**config.mk**
```make
export PLATFORM = sky130hd
export DESIGN_NAME = fpnew_slice_arbiter
export DESIGN_NICKNAME = d
export VERILOG_FILES = /design/src/rtl/fpnew_slice_arbiter.sv
export SDC_FILE = /design/constraint.sdc
export NUM_CORES = 1
export LEC_CHECK = 0
export BUFFER_PORTS_ARGS = -buffer_cell sky130_fd_sc_hd__buf_4
export CORE_AREA = 8 8 157 159
export CTS_BUF_LIST = sky130_fd_sc_hd__clkbuf_16
export DETAILED_ROUTE_END_ITERATION = 6
export DIE_AREA = 0 0 165 167
export HOLD_SLACK_MARGIN = 0.02
export PLACE_DENSITY = 0.45
export SKIP_CTS_REPAIR_TIMING = 1
export SYNTH_ARGS = -nofsm -noshare
export SYNTH_HDL_FRONTEND = slang
export SYNTH_SLANG_ARGS = --single-unit
```
**constraint.sdc**
```tcl
create_clock -name clk_i -period 5.25 [get_ports clk_i]
set_input_delay 0.525 -clock clk_i [delete_from_list [all_inputs] [get_ports clk_i]]
set_output_delay 0.525 -clock clk_i [all_outputs]
set_load 0.02 [all_outputs]
```
**src/rtl/fpnew_slice_arbiter.sv**
```systemverilog
// Purpose : shares one FPU format-slice between NumReq issue ports; round-robin
//           grant (fixed priority with FPNEW_SLICE_ARB_STRICT_PRIO_EN defined),
//           an in-order owner-ID FIFO, and result routing back to the owning port.
// Latency : zero added; request->slice and slice->response are combinational.
// Backpr. : a port is accepted only when the slice is ready, fewer than MaxInFlight
//           ops are outstanding and no flush is active; the slice output stalls
//           on the head owner's rsp_ready_i (in-order stall).
// Ports   : clk_i/rst_i (async, active-high)/flush_i; req_* issue side (per port);
//           rsp_* response side (valid/ready per port, shared data bus);
//           slc_* slice side (slc_flush forwards flush_i); busy_o.
// Macro   : FPNEW_SLICE_ARB_STRICT_PRIO_EN selects lowest-index-wins priority.
module fpnew_slice_arbiter #(
  parameter int unsigned NumReq      = 2,
  parameter int unsigned Width       = 32,
  parameter int unsigned NumOperands = 3,
  parameter int unsigned MaxInFlight = 4,
  // operation_e(4) + op_mod(1) + rnd_mode(3) + vectorial(1) + simd_mask(1)
  parameter int unsigned OpWidth     = 10,
  parameter type         TagType     = logic
) (
  input  logic                                          clk_i,
  input  logic                                          rst_i,
  input  logic                                          flush_i,
  // issue ports
  input  logic [NumReq-1:0]                             req_valid_i,
  output logic [NumReq-1:0]                             req_ready_o,
  input  logic [NumReq-1:0][NumOperands-1:0][Width-1:0] req_operands_i,
  input  logic [NumReq-1:0][OpWidth-1:0]                req_op_i,
  input  TagType [NumReq-1:0]                           req_tag_i,
  // response ports
  output logic [NumReq-1:0]                             rsp_valid_o,
  input  logic [NumReq-1:0]                             rsp_ready_i,
  output logic [Width-1:0]                              rsp_result_o,
  output logic [4:0]                                    rsp_status_o,
  output TagType                                        rsp_tag_o,
  // slice input side
  output logic [NumOperands-1:0][Width-1:0]             slc_operands,
  output logic [OpWidth-1:0]                            slc_op,
  output TagType                                        slc_in_tag,
  output logic                                          slc_in_valid,
  input  logic                                          slc_in_ready,
  output logic                                          slc_flush,
  // slice output side
  input  logic [Width-1:0]                              slc_result,
  input  logic [4:0]                                    slc_status,
  input  TagType                                        slc_out_tag,
  input  logic                                          slc_out_valid,
  output logic                                          slc_out_ready,
  input  logic                                          slc_busy,
  output logic                                          busy_o
);

  localparam int unsigned IdxW = (NumReq > 1) ? $clog2(NumReq) : 1;
  localparam int unsigned PtrW = $clog2(MaxInFlight);
  localparam int unsigned CntW = PtrW + 1;

  logic [IdxW-1:0]                  gidx;
  logic                             any_valid;
  logic [NumReq-1:0]                grant;
  logic                             full, empty, issue_ok, push, pop;
  logic [CntW-1:0]                  cnt_q;
  logic [PtrW-1:0]                  wr_ptr_q, rd_ptr_q;
  logic [MaxInFlight-1:0][IdxW-1:0] id_q;
  logic [IdxW-1:0]                  head;

  // ---------------- grant ----------------
`ifdef FPNEW_SLICE_ARB_STRICT_PRIO_EN
  always_comb begin
    gidx      = '0;
    any_valid = 1'b0;
    // scan downwards so the lowest valid index is the last to win
    for (int i = NumReq - 1; i >= 0; i--) begin
      if (req_valid_i[i]) begin
        gidx      = IdxW'(i);
        any_valid = 1'b1;
      end
    end
  end
`else
  logic [IdxW-1:0] rr_ptr_q;
  int              cand;

  always_comb begin
    gidx      = '0;
    any_valid = 1'b0;
    cand      = 0;
    // scan offsets downwards so the smallest offset from rr_ptr wins
    for (int i = NumReq - 1; i >= 0; i--) begin
      cand = int'(rr_ptr_q) + i;
      if (cand >= int'(NumReq)) cand = cand - int'(NumReq);
      if (req_valid_i[cand]) begin
        gidx      = IdxW'(cand);
        any_valid = 1'b1;
      end
    end
  end

  always_ff @(posedge clk_i or posedge rst_i) begin
    if (rst_i) begin
      rr_ptr_q <= '0;
    end else if (flush_i) begin
      rr_ptr_q <= '0;
    end else if (push) begin
      rr_ptr_q <= (gidx == IdxW'(NumReq - 1)) ? '0 : gidx + IdxW'(1);
    end
  end
`endif

  assign grant = NumReq'(any_valid) << gidx;

  // ---------------- slice request ----------------
  // rst_i gates the issue side so outputs drop to idle as soon as reset asserts
  assign full     = (cnt_q == CntW'(MaxInFlight));
  assign empty    = (cnt_q == '0);
  assign issue_ok = !full && !flush_i && !rst_i;

  assign slc_operands = req_operands_i[gidx];
  assign slc_op       = req_op_i[gidx];
  assign slc_in_tag   = req_tag_i[gidx];
  assign slc_in_valid = any_valid && issue_ok;
  assign slc_flush    = flush_i;

  assign push        = slc_in_valid && slc_in_ready;
  assign req_ready_o = grant & {NumReq{slc_in_ready && issue_ok}};

  // ---------------- result routing ----------------
  assign head          = id_q[rd_ptr_q];
  // an empty FIFO means nobody owns the output: sink it so the slice never hangs
  assign slc_out_ready = empty || rsp_ready_i[head];
  assign rsp_valid_o   = NumReq'(slc_out_valid && !empty) << head;
  assign rsp_result_o  = slc_result;
  assign rsp_status_o  = slc_status;
  assign rsp_tag_o     = slc_out_tag;
  assign pop           = slc_out_valid && !empty && rsp_ready_i[head] && !flush_i;

  assign busy_o = !empty || slc_busy;

  // ---------------- owner-ID FIFO ----------------
  always_ff @(posedge clk_i or posedge rst_i) begin
    if (rst_i) begin
      cnt_q    <= '0;
      wr_ptr_q <= '0;
      rd_ptr_q <= '0;
    end else if (flush_i) begin
      cnt_q    <= '0;
      wr_ptr_q <= '0;
      rd_ptr_q <= '0;
    end else begin
      cnt_q <= cnt_q + CntW'(push) - CntW'(pop);
      if (push) wr_ptr_q <= wr_ptr_q + PtrW'(1);
      if (pop)  rd_ptr_q <= rd_ptr_q + PtrW'(1);
    end
  end

  // storage needs no reset: entries are only read while counted
  always_ff @(posedge clk_i) begin
    if (push && !flush_i) id_q[wr_ptr_q] <= gidx;
  end

  // a slice result with no recorded owner indicates a slice/arbiter mismatch
  a_no_orphan_result : assert property (@(posedge clk_i) disable iff (rst_i)
                                        !(slc_out_valid && empty));

endmodule

```
======== Word level (Yosys, flattened, before mapping) ========
Index checks and enable logic that the tools add are counted.
storage, ports and cells
  logic and storage cells ................. 81
  input bits .............................. 262
  flip-flop bits (word level) ............. 12
  output and inout port bits .............. 153
cells by class
  mux-type cells .......................... 33
  magnitude comparators ................... 9
  reductions and logical operators ........ 19
  equality and inequality tests ........... 1
  shift operators ......................... 2
  $add $sub $neg .......................... 8
  bitwise logic cells ..................... 1
operators by type and width
  operator                                                               count
  96-bit two-way mux                                                     2
  32-bit by 3-bit < comparator with 1-bit output, second input constant  2
  32-bit two-way mux                                                     2
  10-bit two-way mux                                                     2
  1-bit two-way mux                                                      19
  1-bit logical AND                                                      10
  2-bit two-way mux                                                      4
  2-bit by 3-bit < comparator with 1-bit output, second input constant   2
  2-bit by 1-bit adder with 2-bit output, second input constant          2
  4-bit bitwise mux                                                      1
  1-bit logical NOT                                                      4
  1-bit by 2-bit < comparator with 1-bit output, second input constant   2
  2-bit nonzero test                                                     2
  1-bit by 1-bit left shift with 2-bit output                            2
  3-bit by 1-bit adder with 3-bit output                                 1
  3-bit equality test, second input constant                             1
  3-bit logical NOT                                                      1
  3-bit two-way mux                                                      1
  1-bit by 2-bit subtractor with 3-bit output, second input constant     1
  2-bit by 2-bit subtractor with 3-bit output, second input constant     1
  3-bit by 1-bit subtractor with 3-bit output                            1
  1-bit by 1-bit adder with 2-bit output, second input constant          1
  2-bit AND                                                              1
  1-bit binary-select mux with 2-bit select                              1
  other kinds (6)                                                        7

======== Depth between registers and ports, before layout ========
Gate-level depths: netlist (run 1).
  word-level depth ........................ 13
  depth in mapped cells ................... 11
  depth with buffers taken out ............ 11

======== Worst setup path after synthesis (run 1) ========
OpenSTA, ideal clock, no wires.
  path type ............................... flip-flop to flip-flop
  start ................................... reg rd_ptr_q[1]
  end ..................................... reg cnt_q[2]
  setup time .............................. 0.131 ns
  arrival ................................. 2.155 ns
  cell stages (with the launch flop) ...... 12
  slack ................................... 2.964 ns
  path buffers ............................ 0
  path through ............................ dfrtp_1 -> mux2i_1 -> mux2_2 -> mux2i_1 -> nor3_1 -> ha_1 -> inv_1 -> ha_1 -> inv_1 -> fa_1 -> xnor2_1 -> nor2_1
on the way
  word-level cells in the longest chain between the ends .. 8
RTL lines
  what                                                  RTL line  source
  from (decl)                                           62        logic [PtrW-1:0] wr_ptr_q, rd_ptr_q;
  from (signal assigned)                                151       if (pop) rd_ptr_q <= rd_ptr_q + PtrW'(1);
  1-bit binary-select mux with 2-bit select             127       assign head = id_q[rd_ptr_q];
  1-bit two-way mux (not written as such)               127
  1-bit two-way mux (not written as such) (2 in a row)  134       assign pop = slc_out_valid && !empty && rsp_ready_i[head] && !flush_i;
  1-bit logical AND (2 in a row)                        134
  3-bit by 1-bit subtractor with 3-bit output           149       cnt_q <= cnt_q + CntW'(push) - CntW'(pop);
  3-bit two-way mux                                     144       end else if (flush_i) begin
  to (signal assigned)                                  149
  to (decl)                                             61        logic [CntW-1:0] cnt_q;
Every way passes these cells. The select of a mux whose other input is x is not followed.
A chain may end at the register's enable or synchronous reset.

==> metrics.md, run 1 <==
| Metric | Value |
|---|---|
| Placer Congestion | `roughly 0.9` |
| Max stage delay on crit path | `0.64 ns` |
| CTS tree | `built` |
| Asr flop ratio synth | `66.7%` |
| Pin count of the biggest net entering global routing | `49` |
| Setup CP Type | `reg2out` |
| Core ar. | `0.0222 mm2` |
| Gr usage total | `10.4%` |
| ANT nets after route | `0` |
| Hold Path Class | `in2async` |
| Unrepaired setup endpoints after global routing | `no` |
| Worst-margin pin slew | `0.788 ns` |
| CP Cell Sequence | `inv_1 -> a21boi_4 -> buf_4 -> mux2_2 -> buf_4` |
| Die X | `between 150 and 200 um` |
| Clock power frac | `18.1%` |
| Top cell type's share of synthesized area | `41.8%` |
| GR Overflow Total | `0` |
| Place WS | `2.11 ns` |
| CP max FO | `48` |
| Post-synthesis sequential area ratio | `13.5%` |
| Max Cap Viol | `0` |
| Synthesized Nets | `497` |
| Via Count | `2756` |
| N_diodes | `0` |
| GR peak layer | `met2` |
| Sink Count | `12` |
| Drt pass-1 iters | `3` |
| Final WL | `roughly 15000 um` |
| Part of the power in registers | `14.1%` |
| Num CTS Buffers | `3` |
| Root Buffer | `clkbuf_16` |
| Wirelength per Cell | `between 15 and 20 um` |
| Synth warn | `0` |
| Cell variety after synth | `33` |
| Top post-synthesis cells by count | `mux2_2 (88), buf_4 (49), mux2_1 (21), dfrtp_1 (8), inv_1 (8)` |
| Area growth, synth to finish | `110%` |
| Most frequent cell after synthesis | `mux2_2` |
| Sw Share | `37.0%` |
| Max clock buf depth | `2` |
| Post-Syn Area per Cell | `10.4 um2` |
| Setup TNS | `0 ns` |
| DIE HEIGHT | `167 um` |
| Post-synthesis sequential element count | `12` |
| Initial Util | `10.7%` |
| Leading register cell type out of synthesis | `dfrtp_1` |
| Static leakage | `2.44 nW` |
| Share of layout cells above drive strength 1 | `85.7%` |
| Final #Nets | `between 700 and 800` |
| Max-slew violation count | `0` |
| I/O pin count | `415` |
| Combinational share of power | `roughly two thirds` |
| Crit start category | `register` |
| Final Cycle Share | `59.3%` |
| H-tree depth | `1` |
| Iter 0 DRT Violations | `39` |
| Outcome | `complete, no violations` |
| Vias in the first global route | `3200` |
| Setup violations, final | `0` |
| Worst-skew pair later-pin latency | `0.24 ns` |
| Post-synth EDFFs | `4` |
| Die area | `about 0.028 mm2` |
| Standard-cell rows | `55` |
| Switching pwr | `between 200 and 300 uW` |
| CP arrival | `2.59 ns` |
| Largest area contributor in the netlist | `mux2_2` |
| Post-Syn Area | `0.00237 mm2` |
| First-pass GRT wire length | `21800 um` |
| Met1 Use GR | `a little under an eighth` |
| HPWL Detailed | `13900 um` |
| Max stage delay cell, worst path | `a21boi_4` |
| Met2 usage | `18.1%` |
| Max Freq | `0.321 GHz` |
| Clk slew on worst S/H paths | `0.04 ns` |
| Vias per cell | `around 3.4` |
| CP endpoint kind | `output port` |
| Count of final hold-check violations | `0` |
| Tmin final | `3.11 ns` |
| Mapped Cells | `228` |
| Buffers added on ports | `338` |
| Most frequent CP cell | `buf_4` |
| Worst setup margin | `between 2 and 2.5 ns` |
| Clock skew | `0.00128 ns` |
| Synth area leaders | `mux2_2 (42%), buf_4 (16%), mux2_1 (10%), dfrtp_1 (8.4%), edfxtp_1 (5.1%)` |
| Initial antenna violation count | `0` |
| Worst VDD drop | `0.0761 mV` |
| Worst slew margin | `47.3%` |
| Met3 Use GR | `4.51%` |
| Worst EP required | `about 4.7 ns` |
| Pwr/cell area | `156 mW/mm2` |
| DRC viols | `0` |
| Cell internal pwr | `between 400 and 500 uW` |
==> logic make-up (layout without fill, tap and decap cells) <==
logic type | count (synthesis) | in the layout | synth area share (%)
AOI/OAI and AO/OA | 5 | 5 | 2.06
xor gates and xnor gates | 2 | 2 | 0.739
adders and majority gates | 7 | 7 | 4.01
buffers and inverters | 61 | 352 | 17.8
DFF | 12 | 12 | 13.5
muxes | 117 | 117 | 55.6
and+or+nand+nor | 24 | 24 | 6.23
==> through the flow <==
step / instance area, um2 / instances / utilization (%) / hold WS (ns) / power [mW]
6_report: 4970 / 804 / 22.4 / 0.254 / 0.774
2_1_floorplan: 2370 / 228 / - / 0.341 / 0.403
5_1_grt: 4970 / 804 / 22.4 / 0.283 / 0.811
3_5_place_dp: 4890 / 800 / 22.0 / 0.520 / 0.642
4_1_cts: 4970 / 804 / 22.4 / 0.262 / 0.787
3_3_place_gp: 4890 / 800 / 22.0 / 0.516 / 0.643
==> worst max-delay path: cells and delay by family (launching register included) <==
kind	cells	cell delay, ns
AO/OA/AOI/OAI	1	0.64
buffers and inverters	3	0.87
flip-flops	1	0.36
multiplexers	1	0.42
==> metal layers <==
metal  vias to the layer above  wire length, um
li1                       1350                -
met1                      1236             5870
met2                       166             7840
met3                         4             1570
met4                         0               29
met5                         -                0
==> state kept, by name, indices dropped and copies added (netlist names) <==
signal / cells
rr_ptr_q: 1
id_q: 4
rd_ptr_q: 2
wr_ptr_q: 2
cnt_q: 3
==> path summary, 6_finish.rpt <==
path	from	endpoint	slack, ns	cells past startpoint
min in group clk_i	flush_i	cnt_q[1]$_DFF_PP0_	0.55	2
setup reg to reg	rd_ptr_q[1]$_DFFE_PP0P_	cnt_q[2]$_DFF_PP0_	2.71	11
hold reg to reg	wr_ptr_q[0]$_DFFE_PP0P_	wr_ptr_q[0]$_DFFE_PP0P_	0.57	1
setup / recovery	rr_ptr_q$_DFFE_PP0P_	slc_operands[84]	2.14	5
hold / removal	rst_i	cnt_q[1]$_DFF_PP0_	0.25	2
max in group asynchronous	rst_i	rd_ptr_q[0]$_DFFE_PP0P_	4.76	2
==> final cells by class <==
type / instances / area [um2]
Clock buffer: 3 / 75.1
Clock inverter: 1 / 3.75
Fill cell: 2454 / 17300
Inverter: 8 / 30.0
Multi-Input combinational cell: 155 / 1630
Sequential cell: 12 / 320
Tap cell: 285 / 357
Timing Repair Buffer: 340 / 2550
==> layout by cell type, fill, tap and decap left out, drive strengths merged, types with 2 or more instances in the layout <==
master / synthesis / routed
mux2i: 6 / 6
edfxtp: 4 / 4
a211oi: 2 / 2
nor2b: 4 / 4
dfrtp: 8 / 8
buf: 52 / 340
nand2b: 2 / 2
inv: 8 / 8
nor3: 2 / 2
ha: 6 / 6
nand2: 2 / 2
mux2: 111 / 111
and2: 4 / 4
clkbuf: 1 / 3
nor2: 6 / 6
==> power by group through the flow <==
stage          sequential, mW  clock, mW  combinational, mW
4_1_cts                 0.109      0.144              0.534
2_1_floorplan           0.109          0              0.294
3_5_place_dp            0.111          0              0.531
6_report                0.109      0.140              0.525
3_3_place_gp            0.110          0              0.533
5_1_grt                 0.110      0.146              0.555
Power figures use the tool's default switching activity.
==> inputs of run 2 (changes only) <==
- clock period: 5.25 -> 3 ns (I/O delays scaled with it)
==> run 2 against run 1 <==
Effect of this change: register-to-register slack worse by 2.1 ns; die area unchanged; first-iteration DRC count is 46% higher; cell count rose by 0.25%; via count increased by 1.4%; non-clock buffer count is 2 higher; worst hold slack got worse by 0.21 ns; utilization increased by 0.18 points; largest cell class unchanged; largest power group unchanged.
==> metrics.md, run 2 (same netlist as run 1, synthesis figures left out) <==
| Metric | Value |
|---|---|
| Tmin final | `2.42 ns` |
| Buf/Inv on CP | `2` |
| Vias per cell | `3.47` |
| Max Cap Viol | `0` |
| N_diodes | `0` |
| Core ar. | `0.0222 mm2` |
| Fill cell count | `around 2500` |
| Crit start category | `register` |
| Worst VDD drop | `0.141 mV` |
| CP arrival | `2.54 ns` |
| Buffers added on ports | `338` |
| Static leakage | `roughly 2.5 nW` |
| Outcome | `complete, no violations` |
| Initial Util | `10.7%` |
| Worst slew margin | `72.2%` |
| Crit path max-delay family | `adder cells` |
| Clk slew on worst S/H paths | `0.04 ns` |
| Setup violations, final | `0` |
| Die area | `~0.028 mm2` |
| Layout Cells excl Fill | `806` |
| R2r endpoint | `cnt_q[2]$_DFF_PP0_` |
| R2R Setup Slk | `0.58 ns` |
| Vias in the first global route | `3171` |
| Max clock buf depth | `2` |
| Setup CP Type | `reg2reg` |
| Root Buffer | `clkbuf_16` |
| Iter 0 DRT Violations | `57` |
| Final #Nets | `791` |
| Die X | `165 um` |
| Worst r2r src | `rd_ptr_q[1]$_DFFE_PP0P_` |
| Final Cycle Share | `80.7%` |
| Reg2Reg Depth | `11` |
| Worst-margin pin slew | `0.415 ns` |
| Final WL | `15200 um` |
| Initial antenna violation count | `0` |
| Drt pass-1 iters | `4` |
| Count of final hold-check violations | `0` |
| Biggest register | `id_q` |
| DIE HEIGHT | `between 150 and 200 um` |
| CP endpoint kind | `register` |
| Max FFs per register | `4` |
| Share of layout cells above drive strength 1 | `85.8%` |
| Top Registers | `id_q (4), cnt_q (3)` |
| Pwr/cell area | `271 mW/mm2` |
| Wirelength per Cell | `18.9 um` |
| H-tree depth | `1` |
| Standard-cell rows | `55` |
| Commonest non-fill, non-tap cell in the layout | `buf_4` |
| Unrepaired setup endpoints after global routing | `no` |
| Max Freq | `~0.41 GHz` |
| Max-slew violation count | `0` |
| CP Cell Sequence | `mux2i_1 -> mux2_2 -> mux2i_1 -> nor3_1 -> ha_1 -> inv_1 -> ha_1 -> inv_1 -> fa_1 -> xnor2_1 -> nor2_1` |
| Setup TNS | `0 ns` |
| Post-Place Cells | `between 800 and 900` |
| Worst-skew pair later-pin latency | `0.23 ns` |
| DRC viols | `0` |
| Worst EP required | `3.12 ns` |
| Max stage delay cell, worst path | `dfrtp_1` |
| GR Overflow Total | `0` |
| CP max FO | `4` |
| First-pass GRT wire length | `21600 um` |
| Area growth, synth to finish | `112%` |
| Num CTS Buffers | `3` |
| ANT nets after route | `0` |
| Pin count of the biggest net entering global routing | `50` |
| Placer Congestion | `a little under 0.8` |
| HPWL Detailed | `13900 um` |
| Gr usage total | `between 10% and 20%` |
| Commonest non-fill, non-tap cells in the layout | `buf_4 (340), mux2_2 (88), mux2_1 (21)` |
| Clock skew | `0.00181 ns` |
| CTS tree | `built` |
| Via Count | `2794` |
| Sink Count | `12` |
| I/O pin count | `between 400 and 500` |
| Max stage delay on crit path | `0.40 ns` |
| Power, Total | `1.36 mW` |
| Hold Path Class | `in2async` |
run 2: cell types whose count changed in the layout (fill, tap and decap cells not counted), sizes merged:
cell / before / now
buf: 340 / 342
run 2: worst max path at each step:
stage,depth (start not counted),end,slack [ns],startpoint
floorplan,11,cnt_q[2]$_DFF_PP0_,0.71,rd_ptr_q[1]$_DFFE_PP0P_
global placement,11,cnt_q[2]$_DFF_PP0_,0.60,rd_ptr_q[1]$_DFFE_PP0P_
detailed placement,11,cnt_q[2]$_DFF_PP0_,0.59,rd_ptr_q[1]$_DFFE_PP0P_
CTS,11,cnt_q[2]$_DFF_PP0_,0.56,rd_ptr_q[1]$_DFFE_PP0P_
global route,11,cnt_q[2]$_DFF_PP0_,0.36,rd_ptr_q[1]$_DFFE_PP0P_
finish,11,cnt_q[2]$_DFF_PP0_,0.58,rd_ptr_q[1]$_DFFE_PP0P_
run 2: cell type report:
cell class	count	area (um2)	share of cell area (%)
Sequential cell	12	320	6.39
Multi-Input combinational cell	155	1630	32.6
Tap cell	285	357	7.11
Clock buffer	3	75.1	1.50
Inverter	8	30.0	0.599
Timing Repair Buffer	342	2590	51.7
Clock inverter	1	3.75	0.0749
run 2: routing by layer:
| layer | wire length [um] | part of all wire (%) | global-route usage [%] | vias to the layer above |
|---|---|---|---|---|
| met5 | 0 | 0 | 0 | - |
| met2 | 7890 | 52 | 18.0 | 170 |
| li1 | - | - | - | 1351 |
| met3 | 1580 | 10 | 4.44 | 0 |
| met4 | 0 | 0 | 0.235 | 0 |
| met1 | 5750 | 38 | 11.6 | 1273 |
run 2: power by group:
| part | internal, mW | switching [mW] |
|---|---|---|
| sequential | 0.181 | 0.00969 |
| combinational | 0.504 | 0.422 |
| clock | 0.175 | 0.0655 |
| total | 0.860 | 0.497 |
run 2: metrics by stage:
stage	util [%]	setup slack [ns]	instance area, um2	hold WS [ns]
floorplan	-	0.714	2370	0.116
CTS	22.6	0.558	5010	0.0586
detailed placement	22.2	0.591	4930	0.307
global placement	22.2	0.602	4930	0.309
global route	22.6	0.362	5010	0.0749
finish	22.6	0.580	5010	0.0433
